--- src/rtl/bs_pkg.sv ---
// Shared definitions for the bus generator / arbiter block.
package bs_pkg;

  // Width of the destination ID field at the top of every packet.
  localparam int unsigned ID_W = 8;

  // Destination ID that addresses every driver except the sender.
  localparam logic [ID_W-1:0] BCAST_DEFAULT = 8'hFF;

  // Two-phase transfer: pick a source, then deliver its packet.
  typedef enum logic [0:0] {
    StArb  = 1'b0,
    StDlvr = 1'b1
  } bs_state_e;

endpackage

--- src/rtl/rr_arbiter.sv ---
// Round-robin request selector: searches upward from last_grant_i + 1, wrapping at N.
module rr_arbiter #(
  parameter int unsigned N    = 4,
  parameter int unsigned IdxW = (N > 1) ? $clog2(N) : 1
) (
  input  logic [N-1:0]    req_i,
  input  logic [IdxW-1:0] last_grant_i,
  output logic [IdxW-1:0] grant_o,
  output logic            valid_o
);

  // Walk offsets from farthest to nearest so the nearest requester wins.
  always_comb begin
    logic [IdxW-1:0] idx;
    idx     = '0;
    grant_o = '0;
    valid_o = 1'b0;
    for (int unsigned i = N; i >= 1; i--) begin
      idx = IdxW'((32'(last_grant_i) + i) % N);
      if (req_i[idx]) begin
        grant_o = idx;
        valid_o = 1'b1;
      end
    end
  end

endmodule

--- src/rtl/bs_gnrtr_n_rbtr.sv ---
// Bus generator and arbiter: pops one packet from a round-robin selected driver,
// then delivers it next cycle to one receiver, to all others (broadcast), or drops it.
module bs_gnrtr_n_rbtr
  import bs_pkg::*;
#(
  parameter int unsigned     bits      = 1,
  parameter int unsigned     drvrs     = 4,
  parameter int unsigned     pckg_sz   = 16,
  parameter logic [ID_W-1:0] broadcast = BCAST_DEFAULT
) (
  input  logic                                    clk,
  input  logic                                    reset,
  input  logic [bits-1:0][drvrs-1:0]              pndng,
  input  logic [bits-1:0][drvrs-1:0][pckg_sz-1:0] D_pop,
  output logic [bits-1:0][drvrs-1:0]              pop,
  output logic [bits-1:0][drvrs-1:0]              push,
  output logic [bits-1:0][drvrs-1:0][pckg_sz-1:0] D_push
);

  localparam int unsigned IdxW = (drvrs > 1) ? $clog2(drvrs) : 1;

  bs_state_e              state_q, state_d;
  logic [IdxW-1:0]        last_grant_q, last_grant_d;
  logic [IdxW-1:0]        source_q, source_d;
  logic [pckg_sz-1:0]     pkt_q, pkt_d;
  logic [drvrs-1:0]       pop_q, pop_d;
  logic [drvrs-1:0]       push_q, push_d;

  logic [IdxW-1:0]        grant;
  logic                   grant_vld;
  logic [ID_W-1:0]        pkt_id;

  assign pkt_id = pkt_q[pckg_sz-1 -: ID_W];

  rr_arbiter #(
    .N    (drvrs),
    .IdxW (IdxW)
  ) u_rr_arbiter (
    .req_i        (pndng[0]),
    .last_grant_i (last_grant_q),
    .grant_o      (grant),
    .valid_o      (grant_vld)
  );

  // Next-state: arbitrate and pop in StArb, decode destination and push in StDlvr.
  always_comb begin
    state_d      = state_q;
    last_grant_d = last_grant_q;
    source_d     = source_q;
    pkt_d        = pkt_q;
    pop_d        = '0;
    push_d       = '0;
    unique case (state_q)
      StArb: begin
        if (grant_vld) begin
          pop_d[grant] = 1'b1;
          pkt_d        = D_pop[0][grant];
          source_d     = grant;
          state_d      = StDlvr;
        end
      end
      StDlvr: begin
        if (pkt_id == broadcast) begin
          push_d           = '1;
          push_d[source_q] = 1'b0;
        end else if (32'(pkt_id) < drvrs) begin
          push_d[pkt_id[IdxW-1:0]] = 1'b1;
        end
        // Out-of-range IDs fall through with no push: the packet is dropped.
        last_grant_d = source_q;
        state_d      = StArb;
      end
    endcase
  end

  // State and registered outputs; reset aborts any in-flight delivery.
  always_ff @(posedge clk) begin
    if (reset) begin
      state_q      <= StArb;
      last_grant_q <= IdxW'(drvrs - 1);
      source_q     <= '0;
      pkt_q        <= '0;
      pop_q        <= '0;
      push_q       <= '0;
    end else begin
      state_q      <= state_d;
      last_grant_q <= last_grant_d;
      source_q     <= source_d;
      pkt_q        <= pkt_d;
      pop_q        <= pop_d;
      push_q       <= push_d;
    end
  end

  // Only bus 0 is implemented; any further buses are tied off.
  always_comb begin
    pop     = '0;
    push    = '0;
    D_push  = '0;
    pop[0]  = pop_q;
    push[0] = push_q;
    for (int unsigned d = 0; d < drvrs; d++) begin
      D_push[0][d] = pkt_q;
    end
  end

endmodule

--- config.mk ---
export PLATFORM = sky130hd
export DESIGN_NAME = bs_gnrtr_n_rbtr
export DESIGN_NICKNAME = d
export VERILOG_FILES = /design/src/rtl/bs_pkg.sv /design/src/rtl/rr_arbiter.sv /design/src/rtl/bs_gnrtr_n_rbtr.sv
export SDC_FILE = /design/constraint.sdc
export NUM_CORES = 1
export LEC_CHECK = 0
export BUFFER_PORTS_ARGS = -buffer_cell sky130_fd_sc_hd__buf_2
export CORE_UTILIZATION = 43
export DETAILED_ROUTE_END_ITERATION = 10
export HOLD_SLACK_MARGIN = 0.1
export PLACE_DENSITY = 0.95
export SYNTH_ARGS = -nofsm -noshare
export SYNTH_HDL_FRONTEND = slang
export SYNTH_HIERARCHICAL = 1
export SYNTH_SLANG_ARGS = --single-unit
--- constraint.sdc ---
create_clock -name clk -period 3.82 [get_ports clk]
set_input_delay 0.191 -clock clk [delete_from_list [all_inputs] [get_ports clk]]
set_output_delay 0.191 -clock clk [all_outputs]
set_load 0.05 [all_outputs]
# --- Word-level counts from Yosys, hierarchy flattened ---
# Cells that the tools add are included.
# W data, S select, Z words.
op_classes:
  add_sub_neg: 4
  order_cmp: 11
  n_eq_ne: 1
  n_mux: 28
  n_bitwise: 3
  reduce_logical: 6
ops:
  columns: ["op", "n"]
  rows:
  - ["$bmux W16 S2", 1]
  - ["$lt A2 B3 Y1 const B", 7]
  - ["$mux W16", 1]
  - ["$mux W1", 12]
  - ["$bmux W1 S2", 4]
  - ["$eq A8 B8 Y1 const B", 1]
  - ["$lt A8 B3 Y1 const B", 1]
  - ["$mux W2", 4]
  - ["$mux W4", 2]
  - ["$demux W1 S2", 3]
  - ["$ge A2 B1 Y1 const B", 3]
  - ["$add A2 B1 Y2 const B", 2]
  - ["$add A2 B2 Y2 const B", 2]
  - ["$not A4 Y4", 1]
  - ["$logic_and A1 B1 Y1", 3]
  - ["$reduce_or A3 Y1", 1]
  - ["$not A1 Y1", 2]
  - ["$pmux W1 S2", 1]
  - ["$reduce_and A2 Y1", 1]
  - ["$reduce_or A2 Y1", 1]
word_totals:
  ff_bits: 29
  out_inout_bits: 72
  wordCells: 59

# --- Depth between registers and ports, before layout ---
logic_depth:
  depth_word: 11
  ltp_mapped: 6
  ltp_nobuf: 5

# --- By module ---
# Netlist, hierarchy kept.
by_module_without_submodules:
  columns: ["mod", "instances", "cells_per_inst", "area_each_um2", "seq_area_each_um2"]
  rows:
  - ["bs_gnrtr_n_rbtr", 1, 150, 1726.7, 580.6]
  - ["rr_arbiter", 1, 14, 91.3, 0.0]

# --- Least setup slack after synthesis ---
# Ideal clock, no wire load.
synth_path:
  kind: "reg-to-reg"
  start: "register last_grant_q[1]"
  end: "register pkt_q[0]"
  setup_ns: 0.117
  t_arrival_ns: 1.698
  required_ns: 3.703
  path_slack_ns: 2.005
  stages_incl_launch_ff: 7
  path_buffers: 1
  path_cell_list: "dfxtp_1 -> nand2b_1 -> a21oi_2 -> o221ai_2 -> buf_6 -> mux4_2 -> a22o_1"
synth_via:
  elab_chain_cells: 9
  elab_cells_between_ends: 23
  cone_classes: "add/sub (4); mux (18); reduce/logical (1)"
synth_rtl:
  columns: ["element", "line_no", "text"]
  rows:
  - ["start: declaration", "bs_gnrtr_n_rbtr.sv:23", "logic [IdxW-1:0] last_grant_q, last_grant_d;"]
  - ["start signal: assignment", "bs_gnrtr_n_rbtr.sv:80", "last_grant_q <= IdxW'(drvrs - 1);"]
  - ["start signal: assignment", "bs_gnrtr_n_rbtr.sv:87", "last_grant_q <= last_grant_d;"]
  - ["$add A2 B1 Y2", "rr_arbiter.sv:19", "idx = IdxW'((32'(last_grant_i) + i) % N);"]
  - ["$bmux W1 S2", "rr_arbiter.sv:20", "if (req_i[idx]) begin"]
  - ["$mux W1 (implied by the code)", "rr_arbiter.sv:20", null]
  - ["$mux W2 (3 in series)", "rr_arbiter.sv:20", null]
  - ["$mux W2 (*)", "rr_arbiter.sv:20", null]
  - ["via grant[0]", "bs_gnrtr_n_rbtr.sv:29", "logic [IdxW-1:0] grant;"]
  - ["$bmux W16 S2 (*)", "bs_gnrtr_n_rbtr.sv:57", "pkt_d = D_pop[0][grant];"]
  - ["$mux W16 (implied by the code) (*)", "bs_gnrtr_n_rbtr.sv:57", null]
  - ["end signal: assignment", "bs_gnrtr_n_rbtr.sv:89", "pkt_q <= pkt_d;"]
  - ["end: declaration", "bs_gnrtr_n_rbtr.sv:25", "logic [pckg_sz-1:0] pkt_q, pkt_d;"]
# The timed path passes the listed nets; every way through them passes the cells marked *. The select of a mux whose other input is x is not followed.
# A chain may end at the register's enable or synchronous reset.

# --- Worst setup path after layout ---
layout_path:
  start: "register last_grant_q[1]"
  end: "register pkt_q[9]"
# The elaborated chain is that of the path after synthesis.

==> qor.csv <==
metric,value,unit
cts_tree,yes,
status,finished clean,
grt_pass1_vias,1510,
yosys_warnings,6,
crit_arrival,2.50,ns
fmax,427.9,MHz
ys_seq_area_frac,0.3193,
die_height,67.02,um
cts_root_buf,clkbuf_8,
avgSynthCellArea,11.09,um^2
hold-worst-slack,0.2190,ns
worst_slack,1.483,ns
nFillCells,360,
critPathCaptureType,flip-flop,
maxCapViolations,0,
final_cell_mix,"141 x buf_2, 29 x dfxtp_1, 16 x mux4_2, 16 x a22o_1",
p_per_area,520.7,mW/mm^2
path_max_fanout,21,
setup_viol,0,
postCtsSetupRepairBufs,0,
grt_max_degree,22,
tightest_slew,0.9449,ns
die_area,0.004492,mm^2
cts_resized,0,
path_clk_slew,0.06,ns
yosysUniqueCellTypes,34,
layout-drive-gt1-share,0.6705,
clock_latency,0.27,ns
first_iter_violations,42,
num_rows,23,
rsz0062_at_grt,false,
drc,0,
final_cells,309,
track_usage,0.1991,
wl,4419,um
final_area,0.002291,mm^2
port_buffers,141,
initial_core_util,0.4512,
dp.cells,301,
dp_hpwl,3460,um
ant_nets,0,
timing.final.crit_share,0.6117,
firstDrtPassIters,4,
grt_overflow,0,
num-nets-final,328,
wl_per_cell,14.30,um
finalCriticalPeriod,2.337,ns
numCtsBuffers,5,
core_area,0.004029,mm^2
h-tree-depth,2,
layout_commonest_cell,buf_2,
cp.required,3.98,ns
vias_per_cell,5.084,
cp-start-kind,flip-flop,
maxSlewHeadroom,0.3700,
finalPower,1.193,mW
dpl_cell_area,0.002202,mm^2
syn_inst,164,
io_pins,142,
slew_viol_final,0,
dp_slack,1.453,ns
grt_pass1_wl,6513,um
ir_drop,203.0,uV
r2r_slack,1.48,ns
tns,0,ns
clock_path_buffers,2,
fin_util,0.5686,
syn_to_final_growth,26.02,%
vias,1571,
p_leak,1.213,nW
critPathKind,flip-flop to flip-flop,
syn_nets,234,
skew,0.002903,ns
hold_path_class,input port to flip-flop,
grt_antenna_before_repair,0,
hold_violations,0,
routabilityCongestion,0.7727,
fp.dieW,67.02,um
ys_ff_latch,29,
synth_area,0.001818,mm^2
postCtsHoldBufs,0,
cts_sinks,29,
-- synth_stat cells (all sizes together) --
master | count | area, um^2
nor3b | 2 | 20.02
nand4 | 2 | 12.51
or3 | 1 | 11.26
a31oi | 1 | 6.260
a21oi | 3 | 18.77
nor2 | 7 | 28.78
inv | 2 | 7.510
a211o | 2 | 17.52
and2b | 1 | 7.510
nor2b | 5 | 33.78
mux4 | 16 | 360.4
nor4b | 1 | 15.01
nand4b | 1 | 8.760
and3 | 1 | 6.260
nand2b | 3 | 18.77
buf | 55 | 410.4
o32ai | 2 | 17.52
o21ai | 1 | 5.000
and2 | 1 | 6.260
nor4 | 1 | 6.260
a22o | 16 | 140.1
o221ai | 1 | 15.01
nand2 | 4 | 15.01
o22ai | 1 | 6.260
and3b | 1 | 8.760
mux2i | 3 | 30.03
dfxtp | 29 | 580.6
clkbuf | 1 | 3.750
-- cells by family (layout without fill, tap and decap cells) --
kind of cell,Yosys count,after routing,synth area share
AO/OA/AOI/OAI,27,27,0.1246
buffers and inverters,58,152,0.2319
flip-flops,29,29,0.3193
multiplexers,19,19,0.2147
other,0,1,0
AND/OR/NAND/NOR,31,31,0.1094
-- final cells by class --
| class | instances | area [um^2] | share of cell area |
|---|---|---|---|
| inverter | 2 | 7.507 | 0.003277 |
| tap | 50 | 62.56 | 0.02731 |
| sequential | 29 | 580.6 | 0.2534 |
| clock buffer | 7 | 86.33 | 0.03768 |
| multi-input combinational | 77 | 830.8 | 0.3626 |
| timing repair buffer | 143 | 720.7 | 0.3146 |
| antenna | 1 | 2.502 | 0.001092 |
-- layer usage --
layer	wire length [um]	part of all wire	track usage	vias to the layer above
met1	1665	0.38	0.2029	736
met3	364	0.082	0.07021	2
met4	24	0.0054	0.05585	0
met2	2364	0.53	0.3738	87
li1	-	-	-	746
met5	0	0	0	-
-- flip-flops by register name (all words and copies together), names as in the netlist --
register and count:
state_q 1, source_q 2, pop 4, pkt_q 16
last_grant_q 2, push 4
-- where the power goes --
group          internal, mW  switching [mW]
Combinational         0.163           0.409
Clock                 0.143           0.107
Sequential            0.333          0.0386
Total                 0.638           0.555
-- critical path, stage by stage, from the launching register on --
cell and delay [ns]:
dfxtp_1 0.43, nand2b_1 0.16, a21oi_2 0.08, o221ai_4 0.72, mux4_2 0.59, a22o_1 0.23
-- worst paths after layout --
path	startpoint	to	depth (start not counted)
setup / recovery	last_grant_q[1]$_SDFFE_PP1P_	pkt_q[9]$_SDFFE_PP0P_	5
hold / removal	reset	source_q[0]$_SDFFE_PP0P_	2
setup reg to reg	last_grant_q[1]$_SDFFE_PP1P_	pkt_q[9]$_SDFFE_PP0P_	5
hold reg to reg	pkt_q[7]$_SDFFE_PP0P_	pkt_q[7]$_SDFFE_PP0P_	1
Note: power is estimated with default switching activity, not from simulation.
